## config.mk

```make
export PLATFORM = sky130hd
export DESIGN_NAME = mem_port_arbiter
export DESIGN_NICKNAME = d
export VERILOG_FILES = /design/src/rtl/mem_port_arbiter.sv
export SDC_FILE = /design/constraint.sdc
export NUM_CORES = 1
export LEC_CHECK = 0
export ABC_AREA = 1
export BUFFER_PORTS_ARGS = -buffer_cell sky130_fd_sc_hd__buf_2
export CORE_AREA = 2 2 144 146
export CTS_CLUSTER_DIAMETER = 150
export CTS_CLUSTER_SIZE = 14
export DETAILED_ROUTE_END_ITERATION = 7
export DIE_AREA = 0 0 146 148
export PLACE_DENSITY = 0.67
export SYNTH_ARGS = -nofsm -noshare
export SYNTH_HDL_FRONTEND = slang
export SYNTH_SLANG_ARGS = --single-unit
export TNS_END_PERCENT = 50
```

## constraint.sdc

```tcl
create_clock -name CLK -period 3.9 [get_ports CLK]
set_clock_uncertainty 0.1 [all_clocks]
set_input_delay 0.39 -clock CLK [delete_from_list [all_inputs] [get_ports CLK]]
set_output_delay 0.39 -clock CLK [all_outputs]
set_load 0.02 [all_outputs]
```

## src/rtl/mem_port_arbiter.sv

```systemverilog
// Three-port arbiter (debug > data > fetch) in front of a single-ported,
// fixed-latency unified memory; every access is a stall-until-ack transaction.
module mem_port_arbiter #(
    parameter int AW          = 32,
    parameter int DW          = 32,
    parameter int WAIT_CYCLES = 2
) (
    input  logic          CLK,
    input  logic          nRST,
    input  logic          i_req,
    input  logic [AW-1:0] i_addr,
    output logic          i_ack,
    output logic [DW-1:0] i_rdata,
    input  logic          d_req,
    input  logic          d_we,
    input  logic [AW-1:0] d_addr,
    input  logic [DW-1:0] d_wdata,
    output logic          d_ack,
    output logic [DW-1:0] d_rdata,
    input  logic          g_req,
    input  logic          g_we,
    input  logic [AW-1:0] g_addr,
    input  logic [DW-1:0] g_wdata,
    output logic          g_ack,
    output logic [DW-1:0] g_rdata,
    output logic          mem_cs,
    output logic          mem_we,
    output logic [AW-1:0] mem_addr,
    output logic [DW-1:0] mem_wdata,
    input  logic [DW-1:0] mem_rdata,
    output logic          busy,
    output logic [1:0]    owner
);

    typedef enum logic [1:0] {IDLE, ACCESS, DONE} state_e;

    localparam logic [3:0] CNT_INIT = 4'(WAIT_CYCLES - 1);
    localparam logic [1:0] OWN_NONE = 2'd0;
    localparam logic [1:0] OWN_I    = 2'd1;
    localparam logic [1:0] OWN_D    = 2'd2;
    localparam logic [1:0] OWN_G    = 2'd3;

    state_e        state_q, state_d;
    logic [1:0]    owner_q, owner_d;
    logic          we_q, we_d;
    logic [AW-1:0] addr_q, addr_d;
    logic [DW-1:0] wdata_q, wdata_d;
    logic [3:0]    cnt_q, cnt_d;
    logic [DW-1:0] i_rdata_q, i_rdata_d;
    logic [DW-1:0] d_rdata_q, d_rdata_d;
    logic [DW-1:0] g_rdata_q, g_rdata_d;

    always_ff @(posedge CLK or negedge nRST) begin
        if (!nRST) begin
            state_q   <= IDLE;
            owner_q   <= OWN_NONE;
            we_q      <= 1'b0;
            addr_q    <= '0;
            wdata_q   <= '0;
            cnt_q     <= '0;
            i_rdata_q <= '0;
            d_rdata_q <= '0;
            g_rdata_q <= '0;
        end else begin
            state_q   <= state_d;
            owner_q   <= owner_d;
            we_q      <= we_d;
            addr_q    <= addr_d;
            wdata_q   <= wdata_d;
            cnt_q     <= cnt_d;
            i_rdata_q <= i_rdata_d;
            d_rdata_q <= d_rdata_d;
            g_rdata_q <= g_rdata_d;
        end
    end

    always_comb begin
        state_d = state_q;
        case (state_q)
            IDLE:    if (i_req || d_req || g_req) state_d = ACCESS;
            ACCESS:  if (cnt_q == 4'd0) state_d = DONE;
            DONE:    state_d = IDLE;
            default: state_d = IDLE;
        endcase
    end

    always_comb begin
        owner_d   = owner_q;
        we_d      = we_q;
        addr_d    = addr_q;
        wdata_d   = wdata_q;
        cnt_d     = cnt_q;
        i_rdata_d = i_rdata_q;
        d_rdata_d = d_rdata_q;
        g_rdata_d = g_rdata_q;
        case (state_q)
            IDLE: begin
                cnt_d = CNT_INIT;
                if (g_req) begin
                    owner_d = OWN_G;
                    we_d    = g_we;
                    addr_d  = g_addr;
                    wdata_d = g_wdata;
                end else if (d_req) begin
                    owner_d = OWN_D;
                    we_d    = d_we;
                    addr_d  = d_addr;
                    wdata_d = d_wdata;
                end else if (i_req) begin
                    owner_d = OWN_I;
                    we_d    = 1'b0;
                    addr_d  = i_addr;
                    wdata_d = '0;
                end else begin
                    owner_d = OWN_NONE;
                end
            end
            ACCESS: begin
                if (cnt_q == 4'd0) begin
                    // writes leave the owner's read data untouched
                    if (!we_q) begin
                        case (owner_q)
                            OWN_I:   i_rdata_d = mem_rdata;
                            OWN_D:   d_rdata_d = mem_rdata;
                            OWN_G:   g_rdata_d = mem_rdata;
                            default: ;
                        endcase
                    end
                end else begin
                    cnt_d = cnt_q - 4'd1;
                end
            end
            DONE:    owner_d = OWN_NONE;
            default: owner_d = OWN_NONE;
        endcase
    end

    always_comb begin
        mem_cs    = (state_q == ACCESS);
        mem_we    = mem_cs && we_q && (owner_q != OWN_I);
        mem_addr  = addr_q;
        mem_wdata = wdata_q;
        busy      = (state_q != IDLE);
        owner     = owner_q;
        i_ack     = (state_q == DONE) && (owner_q == OWN_I);
        d_ack     = (state_q == DONE) && (owner_q == OWN_D);
        g_ack     = (state_q == DONE) && (owner_q == OWN_G);
        i_rdata   = i_rdata_q;
        d_rdata   = d_rdata_q;
        g_rdata   = g_rdata_q;
    end

endmodule

```

==> metrics.csv, run 1 <==
stage,metric,value,unit
run,max_cap viols,0,
global_route,All-Layer GR Usage,23.77,%
layout,Final #Nets,1536,
sta,final worst path period need,2.565,ns
layout,Area Growth Syn to Fin,32.89,%
power,Overall Power,0.008817,W
clocking,clock buffer depth,2,
worst_setup_path,crit end category,register,
yosys,Ys Warns,0,
placement,Port Buf Inserts,366,
min_path,Hold Path Origin,mem_rdata[20],
sta,Final TNS setup,0,ns
sta,fin. max-slew vios,0,
layout,area of the multi-input gates,0.003168,mm2
clocking,clock-pin slew on the worst setup and hold paths,0.07,ns
global_route,initial antenna violation count,10,
clocking,Clock Latency Late Sink,0.42,ns
worst_setup_path,FF-to-FF Start,cnt_q[0],
worst_setup_path,Critical Path Most Common Cell,nand2_1,
clocking,CTS resizes,0,
drt,DRT Pass-1 Iters,5,
layout,Finished Cell Area,0.01035,mm2
yosys,main combinational cell family by area after synthesis,simple AND/OR/NAND/NOR gates,
worst_setup_path,"CP delay by family, top",simple AND/OR/NAND/NOR gates,
drt,drt drc,0,
sta,Worst Tran Pin Value,1.139,ns
yosys,compound-gate portion of the synthesized area,0.5464,%
drt,via count,7848,
clocking,CTS Hold Buffers Added,1,
worst_setup_path,CP peak stage delay,0.73,ns
clocking,htree depth,4,
floorplan,die span in x,146,um
global_route,first-pass GRT wire length,40.38,mm
yosys,mux contribution to synthesized area,0,%
clocking,CTS tree,yes,
drt,Final ANT Viol Nets,0,
global_route,total gr overflow,0,
floorplan,Cell Rows,52,
yosys,Synth Area in Simple Gates,39.68,%
sta,slew margin rel.,24.04,%
yosys,Synth Area per Inst,7.771,um2
worst_setup_path,buffer and inverter count on the worst path,2,
global_route,vias in the first global route,7342,
floorplan,core area,0.02004,mm2
worst_setup_path,crit path DAT,2.76,ns
layout,layout cell share with drive strength beyond 1,31.38,%
layout,sequential cell area,0.004229,mm2
yosys,Seq cells post-synth,169,
worst_setup_path,slowest CP cell,nand2_1,
yosys,Synth cell types,21,
worst_setup_path,Critical Path Source,cnt_q[0],
yosys,Synthesized Nets,1203,
yosys,post-synthesis xor/xnor area fraction,0.1125,%
power,P_leak,5.924,nW
worst_setup_path,CP cell instances,inv_1 -> ha_1 -> nand2_2 -> nor2_4 -> buf_4 -> nand2_1 -> nand2_1 -> nand2_1,
floorplan,die area,0.02161,mm2
placement,Final Wtd Congestion,0.8871,
placement,detailed placement HPWL,18.60,mm
worst_setup_path,largest fanout on the critical path,33,
yosys,register area share after synthesis,54.31,%
sta,final hold viol count,0,
drt,DR iter-0 viols,394,
layout,number of fillers in the final layout,2025,
floorplan,Initial Utilization,38.85,%
drt,Vias/cell,4.830,
power,Pwr Density,852.1,mW/mm2
floorplan,Ports,367,
run_status,run status,finished clean,
placement,placed instance area,0.009728,mm2
clocking,setup bufs post-CTS,0,
sta,final setup fails,0,
layout,"commonest cells after routing, fill and taps aside","530 x nand2_1, 365 x buf_2, 197 x nand3_1",
global_route,largest net degree at the start of global routing,83,
drt,Post-Route WL,25.92,mm
power,Worst VDD drop,409.4,uV
layout,final core occ,51.64,%
floorplan,Die H,148,um
sta,fmax,389.8,MHz
clocking,CTS root buf,clkbuf_16,
clocking,clock sinks,169,
yosys,adder-cell share of the synthesized area,0.3214,%
yosys,Netlist Area Pre-Place,0.007786,mm2
worst_setup_path,CP Launch Type,register,
yosys,Post-Syn Instances,1002,
min_path,Hold Crit Class,in -> reg,
clocking,CTS buffer count,17,
sta,unrepaired setup endpoints after global routing,false,
sta,Final period util,65.78,%
worst_setup_path,WS Path Type,reg -> reg,
layout,"commonest non-fill, non-tap cell in the layout",nand2_1,
drt,Avg WL per Cell,15.95,um
worst_setup_path,WP data required,4.10,ns
==> power breakdown <==
group          internal (W)  switching (W)  leakage [nW]
sequential          0.00261       0.000464          2.04
combinational       0.00120        0.00283          3.60
clock              0.000963       0.000752         0.282
==> stage by stage <==
stage	hold WS, ns	setup WS (ns)	instances
after floorplan	-0.005591	2.391	1002
after global placement	0.3486	1.348	1585
after detailed placement	0.3532	1.267	1585
after CTS	0.1075	1.256	1618
after global routing	0.1233	1.033	1623
final	0.1324	1.335	1625
==> synthesized netlist by cell type <==
| library cell | instances | share of area, % |
|---|---|---|
| buf_1 | 8 | 0.39 |
| nor2_2 | 1 | 0.080 |
| nor2_1 | 6 | 0.29 |
| buf_2 | 40 | 2.6 |
| a21oi_1 | 1 | 0.064 |
| nand2_2 | 2 | 0.16 |
| inv_2 | 2 | 0.096 |
| o22ai_1 | 2 | 0.16 |
| o21ai_0 | 5 | 0.32 |
| clkbuf_1 | 6 | 0.29 |
| or2_2 | 1 | 0.080 |
| ha_1 | 2 | 0.32 |
| nand2_1 | 531 | 26 |
| inv_1 | 10 | 0.48 |
| nor2_4 | 5 | 0.72 |
| dfrtp_1 | 169 | 54 |
| nand4_1 | 1 | 0.080 |
| buf_6 | 1 | 0.14 |
| xnor2_1 | 1 | 0.11 |
| nand3_1 | 197 | 13 |
| buf_4 | 11 | 1.1 |
==> flip-flops by register name, summed over array words and instances (netlist names) <==
signal and flops:
mem_wdata 32, i_rdata 32, owner 2, we_q 1, g_rdata 32, mem_addr 32, d_rdata 32, state_q 2
cnt_q 4
==> metal layers <==
metal  global-route usage, %  up-vias  routed length, um
li1                        -     3847                  -
met1                   30.57     3615              10550
met2                   38.63      332              12600
met3                   6.698       46               2046
met4                   8.544        8                684
met5                       0        -                 48
==> area by class of cell <==
type	instances	area share (%)
timing repair buffer	380	18.92
inverter	12	0.4353
clock buffer	18	4.148
clock inverter	14	1.572
sequential	169	40.87
multi-input combinational	755	30.62
tap	270	3.265
antenna	7	0.1693
==> path summary, 6_finish.rpt <==
path,to,slack (ns),cells after the start
setup / recovery,g_rdata[22],1.33,8
hold / removal,i_rdata[20],0.13,3
setup reg to reg,g_rdata[22],1.33,8
hold reg to reg,d_rdata[14],0.36,2
max in group asynchronous,mem_addr[12],2.18,3
min in group asynchronous,i_rdata[17],0.49,2
==> tightest hold or removal path: stages <==
cell and delay [ns]:
buf_2 0.10, nand3_1 0.07, nand2_1 0.06
==> cell families (layout without fill, tap and decap cells) <==
logic type,count (synthesis),after routing
buffers and inverters,78,424
adder cells (fa/ha/maj),2,2
XOR/XNOR,1,1
AO/OA/AOI/OAI,8,8
AND/OR/NAND/NOR,744,744
other,0,7
flip-flops,169,169
Power figures use the tool's default switching activity.
==> run 2, diff against run 1 <==
Clock period 3.9 ns to 2.64 ns, I/O delays scaled along.
==> run 2 against run 1 <==
- cell count up 1.2%
- register-to-register slack got worse by 0.56 ns
- total power up 49%
- core utilization is 1.3 points higher
- hold slack got worse by 0.11 ns
- die area did not move
- via count is 0.80% higher
- combinational power rose by 50%
- count of clock-buffer cells in the layout is 1 lower
- critical path type unchanged
- critical endpoint is now d_rdata[14]
- highest routed layer unchanged
==> metrics.csv, run 2 (synthesized netlist as in run 1, its figures left out) <==
stage,metric,value,unit,change
floorplan,Cell Rows,52,,unchanged
clocking,htree depth,4,,unchanged
clocking,CTS buffer count,17,,unchanged
drt,Final ANT Viol Nets,0,,unchanged
sta,final setup fails,0,,unchanged
clocking,CTS tree,yes,,
floorplan,die area,0.02161,mm2,unchanged
placement,Final Wtd Congestion,0.8801,,-0.79%
drt,Avg WL per Cell,15.95,um,about the same
power,Overall Power,0.01310,W,+49%
sta,Final period util,70.61,%,+4.8 points
placement,Setup WS pre-CTS,0.7748,ns,-0.4921 ns
worst_setup_path,CP Launch Type,register,,
clocking,clock-pin slew on the worst setup and hold paths,0.07,ns,about the same
floorplan,core area,0.02004,mm2,unchanged
sta,Worst Tran Pin Value,0.7330,ns,-0.4064 ns
sta,fin. max-slew vios,0,,unchanged
worst_setup_path,largest fanout on the critical path,32,,-3.0%
global_route,initial antenna violation count,12,,+2
sta,unrepaired setup endpoints after global routing,false,,
floorplan,Initial Utilization,38.85,%,unchanged
power,Worst VDD drop,497.3,uV,+21%
drt,DRT Pass-1 Iters,5,,unchanged
drt,drt drc,0,,unchanged
layout,Finished Cell Area,0.01062,mm2,+2.6%
sta,slew margin rel.,51.13,%,+27 points
floorplan,Ports,367,,unchanged
layout,"commonest non-fill, non-tap cell in the layout",nand2_1,,
worst_setup_path,crit path DAT,2.08,ns,-0.68 ns
global_route,All-Layer GR Usage,23.99,%,+0.22 points
placement,Post-Place Cells,1591,,+0.38%
layout,"commonest cells after routing, fill and taps aside","530 x nand2_1, 365 x buf_2, 197 x nand3_1",,
layout,Final #Nets,1558,,+1.4%
clocking,CTS root buf,clkbuf_16,,
clocking,CTS resizes,0,,unchanged
global_route,largest net degree at the start of global routing,99,,+19%
floorplan,Die H,148,um,unchanged
clocking,Clock Latency Late Sink,0.42,ns,about the same
drt,DR iter-0 viols,474,,+20%
worst_setup_path,WS Path Type,reg -> reg,,
run_status,run status,finished clean,,
global_route,total gr overflow,0,,unchanged
worst_setup_path,WP data required,2.85,ns,-1.25 ns
sta,Setup WS post-layout,0.7760,ns,-0.5587 ns
drt,Post-Route WL,26.23,mm,+1.2%
sta,final hold viol count,0,,unchanged
power,Pwr Density,1234,mW/mm2,+45%
worst_setup_path,crit end category,register,,
placement,placed instance area,0.009848,mm2,+1.2%
placement,Port Buf Inserts,366,,unchanged
drt,Vias/cell,4.812,,-0.36%
layout,layout cell share with drive strength beyond 1,31.34,%,-0.043 points
drt,via count,7911,,+0.80%
layout,Area Growth Syn to Fin,36.35,%,
sta,fmax,536.5,MHz,+38%
sta,Final TNS setup,0,ns,unchanged
power,P_leak,6.049,nW,+2.1%
run,max_cap viols,0,,unchanged
clocking,clock buffer depth,2,,unchanged
layout,count of non-filler cells in the finished layout,1644,,+1.2%
global_route,first-pass GRT wire length,41.02,mm,+1.6%
floorplan,die span in x,146,um,unchanged
clocking,clock sinks,169,,unchanged
placement,detailed placement HPWL,18.78,mm,+0.98%
min_path,Hold Crit Class,in -> reg,,
sta,final worst path period need,1.864,ns,-0.7013 ns
global_route,vias in the first global route,7480,,+1.9%
[run 2: cell type report]
type                    count  area (um2)
multi-input cells         755        3168
diodes                      5       12.51
inverters                  12       45.04
fillers                  1977        9423
well taps                 270       337.8
clock buffers              17       425.4
flip-flops and latches    169        4229
clock inverters            14       160.2
repair buffers            402        2238
[run 2: through the flow]
step / util (%) / hold slack, ns
3_3_place_gp: 49.14 / 0.2539
3_5_place_dp: 49.14 / 0.2552
5_1_grt: 52.97 / 0.01085
4_1_cts: 52.92 / 0.0006716
6_report: 52.98 / 0.02006
2_1_floorplan: - / -0.1316
[run 2: final timing paths]
check                                    from           to  slack (ns)  cells past startpoint
worst max-delay path                 cnt_q[0]  d_rdata[14]        0.78                      8
worst min-delay path            mem_rdata[31]  i_rdata[31]        0.02                      3
worst max register to register       cnt_q[0]  d_rdata[14]        0.78                      8
worst min register to register     g_rdata[6]   g_rdata[6]        0.36                      2
max in group asynchronous                nRST  d_rdata[27]        1.35                      3
min in group asynchronous                nRST  g_rdata[31]        0.35                      2
[run 2: routing by layer]
| metal | vias to the layer above | routed length (um) | GRT usage, % |
|---|---|---|---|
| met5 | - | 77 | 0 |
| met4 | 12 | 479 | 7.524 |
| met3 | 42 | 2190 | 7.346 |
| met2 | 334 | 13010 | 40.35 |
| met1 | 3640 | 10470 | 29.78 |
| li1 | 3883 | - | - |
[run 2: power breakdown]
| group | total [W] | internal (W) | switching, W |
|---|---|---|---|
| combinational | 0.00604 | 0.00183 | 0.00421 |
| sequential | 0.00455 | 0.00386 | 0.000693 |
| clock | 0.00251 | 0.00142 | 0.00110 |
| total | 0.0131 | 0.00711 | 0.00600 |
[run 2: worst max-delay path, cell delays in order, from the launching register on]
cell	delay, ns
dfrtp_1	0.39
inv_1	0.12
ha_1	0.19
nand2_2	0.14
nor2_4	0.30
nand2_1	0.08
buf_4	0.27
nand2_1	0.11
nand2_1	0.05
[run 2: repair_timing]
item                      4_1_cts  5_1_grt
hold buffers                   17        0
hold endpoints to repair       99        0
setup buffers                   0        0
==> run 3, diff against run 2 <==
Settings changed: PLACE_DENSITY 0.67 to 0.69.
Clock period 2.64 ns to 1.6 ns, I/O delays scaled along.
==> run 3 against run 2 <==
- the run now ends with setup timing left
- global-route usage increased by 2.7 points
- critical endpoint is now i_ack
- via count increased by 15%
- non-clock buffer count increased by 168
- cell count increased by 10%
- critical path type is now reg -> out
- highest routed layer unchanged
==> metrics.csv, run 3 (synthesized netlist as in run 1, its figures left out) <==
stage,metric,value,unit,change
run_status,run status,"complete, but fails checks",,
drt,Avg WL per Cell,16.54,um,+3.7%
placement,Port Buf Inserts,366,,unchanged
global_route,M3 GR Usage,6.512,%,-0.83 points
global_route,total gr overflow,0,,unchanged
drt,via count,9081,,+15%
global_route,vias in the first global route,8828,,+18%
sta,slew margin rel.,76.64,%,+26 points
global_route,M1 GR Usage,31.97,%,+2.2 points
clocking,clock-pin slew on the worst setup and hold paths,0.07,ns,about the same
worst_setup_path,CP Launch Type,register,,
layout,final core occ,62.32,%,+9.3 points
floorplan,die area,0.02161,mm2,unchanged
worst_setup_path,crit end category,output pin,,
floorplan,Ports,367,,unchanged
worst_setup_path,WP data required,1.34,ns,-1.51 ns
sta,unrepaired setup endpoints after global routing,true,,
layout,"commonest cells after routing, fill and taps aside","526 x nand2_1, 359 x buf_2, 197 x nand3_1",,
floorplan,core area,0.02004,mm2,unchanged
placement,detailed placement HPWL,18.78,mm,about the same
sta,final setup fails,4,,+4
global_route,gr busiest metal,met2,,
clocking,clock sinks,169,,unchanged
layout,number of fillers in the final layout,1685,,-15%
sta,Final TNS setup,-0.1217,ns,-0.1217 ns
global_route,All-Layer GR Usage,26.72,%,+2.7 points
sta,fmax,605.5,MHz,
worst_setup_path,WS Path Type,reg -> out,,
clocking,htree depth,4,,unchanged
clocking,CTS tree,yes,,
worst_setup_path,reg2reg setup slack,0.05,ns,-0.73 ns
min_path,WHS Path Cells,5,,+2
sta,Worst Tran Pin Value,0.3504,ns,-0.3826 ns
floorplan,Initial Utilization,38.85,%,unchanged
layout,Final #Nets,1726,,+11%
drt,Vias/cell,5.009,,+4.1%
min_path,Hold Crit Class,in -> reg,,
sta,fin. max-slew vios,0,,unchanged
global_route,M2 GR Usage,45.19,%,+4.8 points
layout,layout cell share with drive strength beyond 1,30.04,%,-1.3 points
drt,DRT Pass-1 Iters,8,,+3
worst_setup_path,crit path DAT,1.39,ns,-0.69 ns
global_route,first-pass GRT wire length,45.92,mm,+12%
drt,drt drc,0,,unchanged
sta,final worst path period need,1.651,ns,
sta,Final period util,103.2,%,
min_path,Hold Path Origin,d_we,,
worst_setup_path,Critical Path Source,state_q[1],,
drt,Post-Route WL,29.99,mm,+14%
power,Worst VDD drop,668.2,uV,+34%
drt,DR iter-0 viols,616,,+30%
run_status,failing checks,setup timing,,
sta,final hold viol count,0,,unchanged
worst_setup_path,Setup crit end,i_ack,,
floorplan,Cell Rows,52,,unchanged
placement,Final Wtd Congestion,0.8623,,-2.0%
global_route,initial antenna violation count,6,,-6
worst_setup_path,largest fanout on the critical path,3,,-91%
worst_setup_path,r2r worst-path depth,8,,unchanged
clocking,clock buffer depth,2,,unchanged
floorplan,die span in x,146,um,unchanged
floorplan,Die H,148,um,unchanged
drt,Final ANT Viol Nets,0,,unchanged
layout,"commonest non-fill, non-tap cell in the layout",nand2_1,,
clocking,Clock Latency Late Sink,0.42,ns,about the same
worst_setup_path,FF-to-FF Start,state_q[1],,
power,P_leak,6.883,nW,+14%
sta,Setup WS post-layout,-0.05143,ns,-0.8274 ns
layout,Area Growth Syn to Fin,60.39,%,
clocking,CTS buffer count,17,,unchanged
power,Pwr Density,1847,mW/mm2,+50%
run,max_cap viols,0,,unchanged
clocking,CTS root buf,clkbuf_16,,
global_route,largest net degree at the start of global routing,67,,-32%
worst_setup_path,end of the worst register-to-register path,mem_wdata[29],,
[run 3: cell count changes in the layout (fill, tap and decap cells not counted), sizes merged]
cell,before,now
dlygate4sd3,17,162
buf,385,404
clkbuf,17,23
inv,19,15
clkinv,3,6
bufinv,2,1
clkinvlp,2,3
[run 3: stage by stage]
stage               instances  hold slack (ns)  worst slack [ns]  area [um2]  power (W)
finish                   1813          0.02961          -0.05143       12490    0.02307
global route             1809          0.05863           -0.1102       12480    0.02451
global placement         1600         -0.03404           0.03187       10000    0.01767
floorplan                1002          -0.2356            0.1079        7786    0.01383
CTS                      1799         0.007483          -0.03585       12260    0.02238
detailed placement       1600         -0.03189          -0.02144       10000    0.01788
[run 3: routing by layer]
layer	part of all wire, %	wire length [um]	up-vias
met3	8.8	2640	97
met1	37	11210	4232
met5	0.12	35	-
met2	49	14840	521
li1	-	-	4225
met4	4.2	1270	6
[run 3: worst max-delay path, stage by stage (launching register included)]
cell	delay (ns)
dfrtp_1	0.39
inv_2	0.07
or2_4	0.28
nor2_2	0.10
buf_6	0.13
[run 3: worst min-delay path by stage]
stage,end
finish,we_q
global route,we_q
CTS,we_q
detailed placement,d_rdata[0]
global placement,d_rdata[0]
floorplan,cnt_q[0]
[run 3: area by class of cell]
| class | instances | area [um2] | share of cell area [%] |
|---|---|---|---|
| antenna | 5 | 12.51 | 0.1002 |
| clock buffer | 19 | 432.9 | 3.467 |
| clock inverter | 13 | 120.1 | 0.9618 |
| inverter | 12 | 52.55 | 0.4208 |
| multi-input combinational | 755 | 3238 | 25.93 |
| sequential | 169 | 4229 | 33.86 |
| tap | 270 | 337.8 | 2.705 |
| timing repair buffer | 570 | 4065 | 32.55 |
[run 3: repair_timing]
| item | CTS | global route |
|---|---|---|
| setup buffers | 5 | 6 |
| gates cloned | 0 | 4 |
| endpoints found under the hold margin | 330 | 0 |
| hold buffers | 162 | 0 |
| pin swaps | 1 | 3 |
| gates resized for setup | 16 | 22 |
| setup endpoints to repair | 55 | 166 |
[run 3: report_power, final]
part           internal (W)  total [W]  switching, W
Combinational       0.00408     0.0115       0.00742
Clock               0.00216    0.00393       0.00178
Sequential          0.00637    0.00762       0.00125
